==> config.mk <==
export PLATFORM = sky130hd
export DESIGN_NAME = bnn_xnor_popcount
export DESIGN_NICKNAME = d
export VERILOG_FILES = /design/src/rtl/bnn_xnor_popcount.sv
export SDC_FILE = /design/constraint.sdc
export NUM_CORES = 1
export LEC_CHECK = 0
export CORE_MARGIN = 5
export CORE_UTILIZATION = 60
export DETAILED_ROUTE_END_ITERATION = 8
export DONT_BUFFER_PORTS = 1
export GPL_TIMING_DRIVEN = 0
export PLACE_DENSITY = 0.83
export SLEW_MARGIN = 20
export SYNTH_ARGS = -nofsm -noshare
export SYNTH_HDL_FRONTEND = slang
export SYNTH_SLANG_ARGS = --single-unit
export TNS_END_PERCENT = 20
==> constraint.sdc <==
create_clock -name clk -period 2.1 [get_ports clk]
set_input_delay 0.21 -clock clk [delete_from_list [all_inputs] [get_ports clk]]
set_output_delay 0.21 -clock clk [all_outputs]
set_load 0.01 [all_outputs]
==> src/rtl/bnn_xnor_popcount.sv <==
// Binary-neuron front end: serially XNORs activation/weight bit pairs and accumulates
// the match popcount. Each completed evaluation presents its result with a load/done pulse.
module bnn_xnor_popcount #(
  parameter int N_INPUTS  = 32,
  parameter int THRESHOLD = 16
) (
  input  logic       clk,
  input  logic       reset,
  input  logic       start,
  input  logic       act_bit,
  input  logic       wt_bit,
  input  logic       bit_valid,
  output logic       busy,
  output logic       load,
  output logic [5:0] data,
  output logic       act_out,
  output logic       done
);

  typedef enum logic [1:0] {
    IDLE  = 2'd0,
    ACCUM = 2'd1,
    DONE  = 2'd2
  } state_t;

  localparam logic [5:0] LAST_IDX = 6'(N_INPUTS - 1);
  localparam logic [5:0] THRESH   = 6'(THRESHOLD);

  state_t     state_r;
  state_t     next_state_s;
  logic [5:0] acc_r;
  logic [5:0] idx_r;
  logic [5:0] acc_next_s;
  logic [5:0] idx_next_s;
  logic       match_s;

  logic       busy_r;
  logic       load_r;
  logic [5:0] data_r;
  logic       act_out_r;
  logic       busy_next_s;
  logic       load_next_s;
  logic [5:0] data_next_s;
  logic       act_out_next_s;

  assign match_s = ~(act_bit ^ wt_bit);

  // State register
  always_ff @(posedge clk or posedge reset) begin
    if (reset) begin
      state_r <= IDLE;
    end else begin
      state_r <= next_state_s;
    end
  end

  // Next-state logic; start outside IDLE is deliberately ignored
  always_comb begin
    next_state_s = state_r;
    case (state_r)
      IDLE: begin
        if (start) begin
          next_state_s = ACCUM;
        end else begin
          next_state_s = IDLE;
        end
      end
      ACCUM: begin
        if (bit_valid && (idx_r == LAST_IDX)) begin
          next_state_s = DONE;
        end else begin
          next_state_s = ACCUM;
        end
      end
      DONE:    next_state_s = IDLE;
      default: next_state_s = IDLE;
    endcase
  end

  // Accumulator / pair index next values
  always_comb begin
    acc_next_s = acc_r;
    idx_next_s = idx_r;
    case (state_r)
      IDLE: begin
        if (start) begin
          acc_next_s = 6'd0;
          idx_next_s = 6'd0;
        end else begin
          acc_next_s = acc_r;
          idx_next_s = idx_r;
        end
      end
      ACCUM: begin
        if (bit_valid) begin
          acc_next_s = acc_r + {5'd0, match_s};
          idx_next_s = idx_r + 6'd1;
        end else begin
          acc_next_s = acc_r;
          idx_next_s = idx_r;
        end
      end
      default: begin
        acc_next_s = acc_r;
        idx_next_s = idx_r;
      end
    endcase
  end

  // Accumulator / pair index registers
  always_ff @(posedge clk or posedge reset) begin
    if (reset) begin
      acc_r <= 6'd0;
      idx_r <= 6'd0;
    end else begin
      acc_r <= acc_next_s;
      idx_r <= idx_next_s;
    end
  end

  // Output decode from the next state so every output is a plain flop during that state
  always_comb begin
    busy_next_s    = 1'b0;
    load_next_s    = 1'b0;
    data_next_s    = data_r;
    act_out_next_s = act_out_r;
    case (next_state_s)
      IDLE: begin
        busy_next_s = 1'b0;
        load_next_s = 1'b0;
      end
      ACCUM: begin
        busy_next_s = 1'b1;
        load_next_s = 1'b0;
      end
      DONE: begin
        busy_next_s    = 1'b1;
        load_next_s    = 1'b1;
        data_next_s    = acc_next_s;
        act_out_next_s = (acc_next_s >= THRESH);
      end
      default: begin
        busy_next_s = 1'b0;
        load_next_s = 1'b0;
      end
    endcase
  end

  // Output registers
  always_ff @(posedge clk or posedge reset) begin
    if (reset) begin
      busy_r    <= 1'b0;
      load_r    <= 1'b0;
      data_r    <= 6'd0;
      act_out_r <= 1'b0;
    end else begin
      busy_r    <= busy_next_s;
      load_r    <= load_next_s;
      data_r    <= data_next_s;
      act_out_r <= act_out_next_s;
    end
  end

  assign busy    = busy_r;
  assign load    = load_r;
  assign done    = load_r;
  assign data    = data_r;
  assign act_out = act_out_r;

endmodule

# Yosys cells after proc, flatten, opt, wreduce, memory -nomap -nowiden

Index checks and enable logic that the tools add are counted.

Flip-flop bits (word level): 23
Word-level logic and storage cells: 34

Equality and inequality tests: 6
Reductions and logical operators: 5
Bitwise gates (word level): 2
Magnitude comparators: 1
Add/sub/neg operators: 2
Muxes and demuxes: 11

Operator list:

| kind                | count |
|---|---|
| $mux 6              | 4 |
| $pmux 6 s2          | 2 |
| $add 6x1->6         | 1 |
| $add 6x1->6 const B | 1 |
| $eq 6x5->1 const B  | 1 |
| $ge 6x5->1 const B  | 1 |
| $eq 2x1->1 const B  | 2 |
| $ne 2x2->1 const B  | 2 |
| $pmux 2 s2          | 1 |
| $mux 1              | 3 |
| $reduce_and 3->1    | 1 |
| $eq 2x2->1 const B  | 1 |
| $logic_not 2->1     | 1 |
| $mux 2              | 1 |
| $reduce_bool 2->1   | 1 |
| $reduce_or 2->1     | 1 |
| $logic_and 1x1->1   | 1 |
| $not 1->1           | 1 |
| $xor 1x1->1         | 1 |

# Depth between registers and ports, before layout

Gate-level depths: netlist (run 1).

Depth after elaboration: 7
Gate-level depth with buffers: 8
Depth with buffers taken out: 7

# Least setup slack after synthesis (run 1)

OpenSTA, ideal clock, no wires.

Path kind: register -> register
Start point: register state_r[1]
End point: register data_r[0], in the netlist data[0]
Stages on the path, launching flop included: 7
Slack: 0.378 ns
Path buffers: 1
Required time: 1.975 ns
Data arrival time: 1.597 ns
Setup time: 0.125 ns
Cells stage by stage: dfrtp_1 -> and3b_2 -> nand2_1 -> nor3_1 -> ha_1 -> buf_4 -> mux2_2

Longest elaborated chain between the ends: 3

RTL lines:

| what                                                 | RTL line | source |
|---|---|---|
| from (decl)                                          | 29       | `state_t state_r;` |
| from (signal assigned)                               | 53       | `state_r <= next_state_s;` |
| $eq 2x1->1 / $logic_not 2->1 (equally long branches) | 60       | `case (state_r)` |
| $pmux 2 s2 (*)                                       | 60       |  |
| net next_state_s[1]                                  | 30       | `state_t next_state_s;` |
| $eq 2x2->1 (*)                                       | 127      | `case (next_state_s)` |
| to (signal assigned)                                 | 159      | `data_r <= data_next_s;` |
| to (decl)                                            | 39       | `logic [5:0] data_r;` |

The timed path passes the listed nets; every way through them passes the cells marked *.
A chain may end at the register's enable or synchronous reset.

# Worst setup path in the final report (run 1)

Start point: register state_r[1]
End point: register data_r[1], in the netlist data[1]

Same word-level chain as after synthesis.

==> results.yml, run 1 <==
finish:
  num_antenna_cells: 0
  finalNetCount: 112
  fillers: 133
  stdcell_count: 126
  final_area_um2: 1190
  drive_above_1_share_pct: 23.8
  ff_latch_area_um2: 577
  area_growth_pct: 6.50
  multi_input_area_um2: 477
grt:
  grt_pass1_wl_um: 3520
  antenna_found_initial: 0
  grt_pass1_vias: 760
  grt_max_degree: 24
  grt-ovfl-total: 0
  track_usage_pct: 18.6
pwr:
  power_frac_seq_pct: 54.6
  pwr-share-comb_pct: 26.8
  switchingPower_w: 0.000419
  p_leak_nw: 0.551
  p_int_w: 0.000772
  pwr_density_cell_nw_per_um2: 1000
  clkPwrFrac_pct: 18.6
  ir_worst_vdd_mv: 0.654
  switching_share_pct: 35.2
floorplanning:
  dieArea_um2: 2820
  io_pins: 16
  std_cell_rows: 15
  die_y_um: 53.1
  core_um2: 1750
  initial_core_util_pct: 63.9
  die_x_um: 53.1
flow_run:
  maxCapViolCount: 0
worst_setup_path:
  slowest_delay_ps: 490
  startpoint_type: "flip-flop"
  critical_path_depth: 6
  crit_family: "simple AND/OR/NAND/NOR gates"
  reg2reg_depth: 6
  r2r-end: "data[1]"
  crit_path_start: "state_r[1]"
  cp_slowest_cell: "dfrtp_2"
  crit_end: "data[1]"
  r2r_start: "state_r[1]"
  crit_required_ps: 2340
  cp-end-kind: "flip-flop"
  path_cells: "and3b_2 -> nand2_1 -> nor3_1 -> ha_1 -> buf_4 -> mux2_2"
  worstPathArrival_ps: 2190
  reg2reg_slack_ps: 150
  path_buf_inv: 1
  cp_max_fo: 10
  critical_path_class: "flip-flop to flip-flop"
synthesis:
  synth_top_family_by_area: "simple AND/OR/NAND/NOR gates"
  synth_compound_area_share_pct: 12.8
  synthCells: 96
  synthMuxAreaShare_pct: 5.72
  seq_area_frac_synth_pct: 51.6
  yosys_register_bits: 23
  yosys_warnings: 0
  avgSynthCellArea_um2: 11.6
  syn_nets: 106
  synth-xor-area-share_pct: 3.92
  yosysUniqueCellTypes: 30
  synthAdderAreaFrac_pct: 4.48
  syn_area_um2: 1120
  synth-simple-area-share_pct: 15.8
timing:
  fmaxAchievable_mhz: 512
  rsz0062_at_grt: "false"
  finalCritPeriodShare_pct: 92.9
  hold_violations: 0
  setup_ws_ps: 149
  tns_ps: 0
  worstMarginPinSlew_ps: 843
  drv_slew: 0
  period_needed_ps: 1950
  finalClockSkew_ps: 2.93
  slew_headroom_pct: 43.7
  setup-violations-final: 0
cts:
  cts_buffer_depth: 2
  path_clk_slew_ps: 130
  cts_tree: "done"
  cts_setup_buffers: 0
  cts_root_buffer: "clkbuf_4"
  cts_made_buffers: 3
  clk_latency_ps: 330
  cts.sinks: 23
  htreeDepth: 1
detailed_routing:
  drt_pass1_iterations: 4
  vias_per_cell: 5.80
  vias: 731
  routed_wl_um: 2040
  antenna_left: 0
  first_iter_violations: 15
  routedWlPerCell_um: 16.2
  drc_errors: 0
outcome:
  outcome: "complete, no violations"
placement:
  place_congestion: 0.778
  placed_cells: 121
  place_ws_ps: 138
  placed_area_um2: 1150
  hpwl_um: 1450
  io_buffers: 0
hold_path:
  hp-class: "input port to flip-flop"
  min_from: "start"
layout by cell type, fill, tap and decap left out:
cell / count
dlygate4sd3_1: 1
nand3b_1: 3
xnor2_1: 2
nor3_1: 2
dfrtp_1: 22
nor3b_1: 1
a22o_2: 3
clkinvlp_4: 1
o31ai_2: 1
nand2_1: 6
o211ai_2: 1
o31a_1: 2
mux2_4: 2
nor2_1: 9
nand4b_4: 1
ha_1: 4
nand4_1: 3
o21ai_0: 3
clkbuf_4: 3
and3b_2: 1
nand3_1: 2
a41o_2: 1
mux2_2: 3
a31oi_1: 1
o21bai_1: 1
o211ai_1: 2
xor2_1: 3
a21oi_1: 3
inv_1: 7
nand2_2: 1
dfrtp_2: 1
or3b_4: 1
buf_4: 2
buf_6: 2
worst reg2reg max path, delay by kind of cell, from the launching register on:
family,cells,cell delay (ps)
muxes,1,340
buffers and inverters,1,190
and+or+nand+nor,3,610
adders and majority gates,1,220
DFF,1,490
state kept, by name, summed over array words and instances (netlist names):
register and flops:
state_r 2, idx_r 6, done 1, busy 1, data 6, act_out 1
acc_r 6
routing by layer:
| metal | track usage [%] | vias up | wire length [um] |
|---|---|---|---|
| met5 | 0 | - | 0 |
| met4 | 12.3 | 0 | 61 |
| met3 | 8.73 | 5 | 188 |
| met2 | 26.7 | 23 | 914 |
| met1 | 22.0 | 355 | 879 |
| li1 | - | 348 | - |
synth_stat cells, drive strengths merged:
library cell  count  area share (%)
nor2              9             3.0
xor2              3             2.4
nand4             3             1.7
buf               4             3.4
nand4b            1             2.1
a21oi             3             1.3
nand2             7             2.6
ha                4             4.5
a41o              1             1.0
o31ai             1             1.1
dfrtp            23              52
o211ai            3             2.5
a31oi             1            0.56
o31a              2             1.6
mux2              5             5.7
inv               7             2.4
nor3b             1            0.67
nand3             2            0.90
or3b              1             1.0
o21ai             3             1.3
and3b             1            0.90
xnor2             2             1.6
o21bai            1            0.67
a22o              3             2.7
nand3b            3             2.0
nor3              2            0.90
power by group through the flow:
stage	registers [W]	clock network, W	logic, W
after floorplan	0.000630	0	0.000266
after global placement	0.000646	0	0.000297
after detailed placement	0.000656	0	0.000320
after CTS	0.000649	0.000229	0.000323
after global routing	0.000664	0.000247	0.000367
final	0.000650	0.000222	0.000319
layout make-up:
type	instances	share of cell area [%]
buffer	4	3.16
clock buffer	3	1.89
clock inverter	1	0.632
inverter	7	2.21
multi-input combinational	62	40.1
sequential	23	48.5
tap	25	2.63
timing repair buffer	1	0.842
how the worst min path moves through the flow:
stage               end  slack [ps]  cells past startpoint
6_report       idx_r[3]         200                      2
5_1_grt        idx_r[3]         190                      2
4_1_cts        idx_r[3]         190                      2
3_5_place_dp       done         320                      1
3_3_place_gp    data[1]         300                      1
2_1_floorplan  acc_r[0]         210                      1
through the flow:
| step | utilization, % | power (W) | hold WS (ps) |
|---|---|---|---|
| 2_1_floorplan | - | 0.000896 | 212 |
| 6_report | 68.1 | 0.00119 | 195 |
| 3_3_place_gp | 65.7 | 0.000943 | 298 |
| 4_1_cts | 68.0 | 0.00120 | 191 |
| 5_1_grt | 68.1 | 0.00128 | 194 |
| 3_5_place_dp | 65.7 | 0.000976 | 319 |
kinds of logic (layout without fill, tap and decap cells):
| kind of cell | count (synthesis) | in the layout |
|---|---|---|
| XOR/XNOR | 5 | 5 |
| AO/OA/AOI/OAI | 18 | 18 |
| multiplexers | 5 | 5 |
| adder cells (fa/ha/maj) | 4 | 4 |
| AND/OR/NAND/NOR | 30 | 30 |
| flip-flops | 23 | 23 |
| buffers and inverters | 11 | 16 |
timing repair:
action                                  CTS  global route
endpoints found under the setup margin    0             3
hold buffers                              1             0
gates resized for setup                   0             1
hold endpoints to repair                 23             0
No activity file was read; power rests on OpenSTA's default activity.
==> run 2, diff against run 1 <==
- clock period: 2.1 -> 2.5 ns (I/O delays scaled with it)
==> run 2 against run 1 <==
Wire length decreased by 0.98%. Hold slack improved by 42 ps. Maximum frequency decreased by 1.7%. Sequential share of layout area decreased by 0.054 points.
==> results.yml, run 2 (synthesis results as in run 1) <==
grt:
  grt_pass1_vias: 760
  grt-ovfl-total: 0
  grt_max_degree: 24
  grt_pass1_wl_um: 3520
  antenna_found_initial: 0
  track_usage_pct: 18.6
timing:
  finalClockSkew_ps: 3.77
  rsz0062_at_grt: "false"
  drv_slew: 0
  finalCritPeriodShare_pct: 79.4
  slew_headroom_pct: 43.6
  worstMarginPinSlew_ps: 844
  fmaxAchievable_mhz: 503
  period_needed_ps: 1990
  hold_violations: 0
  setup-violations-final: 0
  tns_ps: 0
cts:
  cts_resized: 0
  cts_tree: "done"
  clk_latency_ps: 340
  cts_buffer_depth: 2
  cts_setup_buffers: 0
  htreeDepth: 1
  cts_made_buffers: 3
  cts.sinks: 23
  ctsHoldBuffers: 1
  cts_root_buffer: "clkbuf_4"
  path_clk_slew_ps: 130
detailed_routing:
  drt_pass1_iterations: 4
  vias_per_cell: 5.80
  drc_errors: 0
  routedWlPerCell_um: 16.1
  antenna_left: 0
  first_iter_violations: 21
  vias: 731
  routed_wl_um: 2020
placement:
  place_congestion: 0.778
  hpwl_um: 1450
  io_buffers: 0
finish:
  finalNetCount: 112
  num_antenna_cells: 0
  fillers: 133
  area_growth_pct: 6.39
  drive_above_1_share_pct: 22.8
  utilization_pct: 68.0
  layout.cells.most_common: "dfrtp_1"
  final_cell_mix: "dfrtp_1 (23), nor2_1 (9), inv_1 (7)"
worst_setup_path:
  reg2reg_depth: 6
  crit_required_ps: 2740
  worstPathArrival_ps: 2220
  cp-end-kind: "flip-flop"
  cp_max_fo: 10
  critical_path_class: "flip-flop to flip-flop"
  startpoint_type: "flip-flop"
pwr:
  p_leak_nw: 0.553
  pwr_density_cell_nw_per_um2: 844
  ir_worst_vdd_mv: 0.550
floorplanning:
  std_cell_rows: 15
  io_pins: 16
  dieArea_um2: 2820
  initial_core_util_pct: 63.9
  core_um2: 1750
  die_y_um: 53.1
  die_x_um: 53.1
hold_path:
  hp-class: "input port to flip-flop"
  holdPathStages: 2
flow_run:
  maxCapViolCount: 0
outcome:
  outcome: "complete, no violations"
[run 2: cell counts in the layout (fill, tap and decap cells not counted)]
No cell type changed its count.
[run 2: metal layers]
layer	routed length (um)	global-route usage [%]	vias up
li1	-	-	349
met1	904	22.0	358
met2	891	26.7	19
met3	168	8.73	5
met4	58	12.3	0
met5	0	0	-
[run 2: final timing paths]
kind | startpoint | to | slack, ps
hold reg to reg | idx_r[5] | state_r[1] | 520
min in group asynchronous | reset | idx_r[4] | 520
setup reg to reg | state_r[1] | data[1] | 510
setup / recovery | state_r[1] | data[1] | 510
hold / removal | start | idx_r[3] | 240
max in group asynchronous | reset | acc_r[5] | 1470
[run 2: area by class of cell]
| cell class | count | area, um^2 | area share, % |
|---|---|---|---|
| Clock inverter | 1 | 7.51 | 0.632 |
| Inverter | 7 | 26.3 | 2.21 |
| Clock buffer | 3 | 22.5 | 1.90 |
| Multi-Input combinational cell | 62 | 477 | 40.1 |
| Timing Repair Buffer | 1 | 10.0 | 0.843 |
| Sequential cell | 23 | 576 | 48.5 |
| Tap cell | 25 | 31.3 | 2.63 |
| Buffer | 4 | 37.5 | 3.16 |
[run 2: power by group]
group	switching [W]	internal, W	leakage [nW]
logic	0.000134	0.000135	0.244
registers	0.0000937	0.000453	0.295
clock network	0.000126	0.0000615	0.0139
[run 2: stage by stage]
stage | instance area, um^2 | hold WS [ps] | setup WS [ps] | instances | power [W]
after floorplan | 1120 | 252 | 778 | 96 | 0.000753
after global placement | 1150 | 338 | 592 | 121 | 0.000792
after detailed placement | 1150 | 359 | 538 | 121 | 0.000819
after CTS | 1190 | 231 | 511 | 126 | 0.00101
after global routing | 1190 | 234 | 381 | 126 | 0.00107
final | 1190 | 237 | 514 | 126 | 0.00100
[run 2: worst max-delay path, stage by stage, from the launching register on]
cell     delay [ps]
dfrtp_1         500
and3b_2         320
nand2_1         100
nor3_1          220
ha_1            220
buf_4           180
mux2_2          340
==> run 3, diff against run 2 <==
- clock period: 2.5 -> 1.9 ns (I/O delays scaled with it)
==> run 3 against run 2 <==
Core utilization grew 5.8 points. Via count rose by 8.3%. Non-clock buffer count rose by 9. Hold slack worse by 64 ps. Combinational power up 46%. Maximum frequency up 8.9%. Largest power group unchanged. Register-to-register slack got worse by 440 ps. Sequential share of layout area down 3.7 points. First-iteration DRC count decreased by 52%. Die area stayed put. Critical path depth unchanged. Sequential cell count did not move. Largest cell class unchanged.
==> results.yml, run 3 (synthesis results as in run 1) <==
timing:
  drv_slew: 0
  rsz0062_at_grt: "false"
  fmaxAchievable_mhz: 549
  finalClockSkew_ps: 2.31
  slew_headroom_pct: 42.3
  finalCritPeriodShare_pct: 96.0
  whs_ps: 172
  hold_violations: 0
  period_needed_ps: 1820
  worstMarginPinSlew_ps: 865
  setup-violations-final: 0
  tns_ps: 0
floorplanning:
  std_cell_rows: 15
  initial_core_util_pct: 63.9
  die_x_um: 53.1
  core_um2: 1750
  dieArea_um2: 2820
  die_y_um: 53.1
  io_pins: 16
detailed_routing:
  first_iter_violations: 10
  routedWlPerCell_um: 16.9
  vias_per_cell: 5.87
  drt_pass1_iterations: 4
  vias: 792
  drc_errors: 0
  routed_wl_um: 2280
  antenna_left: 0
finish:
  final_cell_mix: "dfrtp_1 (22), buf_4 (10), nor2_1 (9)"
  fillers: 118
  drive_above_1_share_pct: 33.6
  area_growth_pct: 15.5
  finalNetCount: 121
  layout.cells.most_common: "dfrtp_1"
  num_antenna_cells: 0
  stdcell_count: 135
worst_setup_path:
  crit_required_ps: 2140
  cp_slowest_cell: "dfrtp_2"
  startpoint_type: "flip-flop"
  path_buf_inv: 2
  path_cells: "buf_4 -> o21bai_2 -> a41o_2 -> ha_2 -> buf_8 -> mux2_4"
  critical_path_class: "flip-flop to flip-flop"
  cp-end-kind: "flip-flop"
  critical_path_depth: 6
  crit_family: "compound AO/OA/AOI/OAI gates"
  reg2reg_depth: 6
  cp_max_fo: 7
  worstPathArrival_ps: 2060
  slowest_delay_ps: 470
cts:
  cts_tree: "done"
  htreeDepth: 1
  path_clk_slew_ps: 130
  cts_made_buffers: 3
  cts.sinks: 23
  cts_root_buffer: "clkbuf_4"
  clk_latency_ps: 330
  cts_buffer_depth: 2
grt:
  antenna_found_initial: 0
  track_usage_pct: 19.0
  grt_pass1_vias: 769
  grt_pass1_wl_um: 3580
  grt_max_degree: 24
  grt-ovfl-total: 0
pwr:
  pwr_density_cell_nw_per_um2: 1060
  ir_worst_vdd_mv: 0.730
  p_leak_nw: 0.609
placement:
  placed_cells: 121
  place_congestion: 0.778
  hpwl_um: 1450
  io_buffers: 0
outcome:
  outcome: "complete, no violations"
flow_run:
  maxCapViolCount: 0
hold_path:
  hp-class: "input port to flip-flop"
  holdPathStages: 2
==> run 3: cell types whose count changed in the layout (fill, tap and decap cells not counted), sizes merged <==
cell | before | now
buf | 4 | 13
==> run 3: area by class of cell <==
| class | instances | area [um^2] | share of cell area (%) |
|---|---|---|---|
| multi-input combinational | 62 | 502 | 38.9 |
| tap | 25 | 31.3 | 2.43 |
| inverter | 7 | 26.3 | 2.04 |
| buffer | 4 | 45.0 | 3.50 |
| clock buffer | 3 | 22.5 | 1.75 |
| clock inverter | 1 | 7.51 | 0.583 |
| sequential | 23 | 577 | 44.8 |
| timing repair buffer | 10 | 77.6 | 6.02 |
==> run 3: power breakdown <==
part	internal, W	total, W	switching (W)
Sequential	0.000596	0.000728	0.000132
Clock	0.0000810	0.000247	0.000166
Combinational	0.000195	0.000392	0.000197
Total	0.000872	0.00137	0.000494
==> run 3: what timing repair did <==
item,in CTS,in global routing
hold buffers,1,0
gates resized for setup,2,7
endpoints found under the hold margin,23,0
setup endpoints to repair,4,4
buffers inserted,0,9
pin swaps,0,3
==> run 3: per-stage QoR <==
step | worst slack, ps | cell area [um^2] | util [%] | total power, W
6_report | 76.9 | 1290 | 73.8 | 0.00137
3_5_place_dp | -62.4 | 1150 | 65.7 | 0.00108
5_1_grt | 0.106 | 1290 | 73.8 | 0.00146
3_3_place_gp | -8.32 | 1150 | 65.7 | 0.00104
4_1_cts | 10.1 | 1190 | 68.4 | 0.00133
2_1_floorplan | 178 | 1120 | - | 0.000991
==> run 3: per-layer routing <==
layer | GRT usage, % | up-vias | wire length [um]
met5 | 0 | - | 0
met4 | 12.3 | 0 | 60
met3 | 8.73 | 5 | 157
met2 | 28.1 | 22 | 1070
met1 | 21.8 | 395 | 997
li1 | - | 370 | -
==> run 3: worst paths after layout <==
kind	from	slack, ps	to
max in group asynchronous	reset	850	state_r[1]
worst min-delay path	start	170	idx_r[3]
worst max register to register	state_r[1]	80	data[3]
min in group asynchronous	reset	470	data[0]
worst min register to register	idx_r[5]	550	state_r[1]
worst max-delay path	state_r[1]	80	data[3]
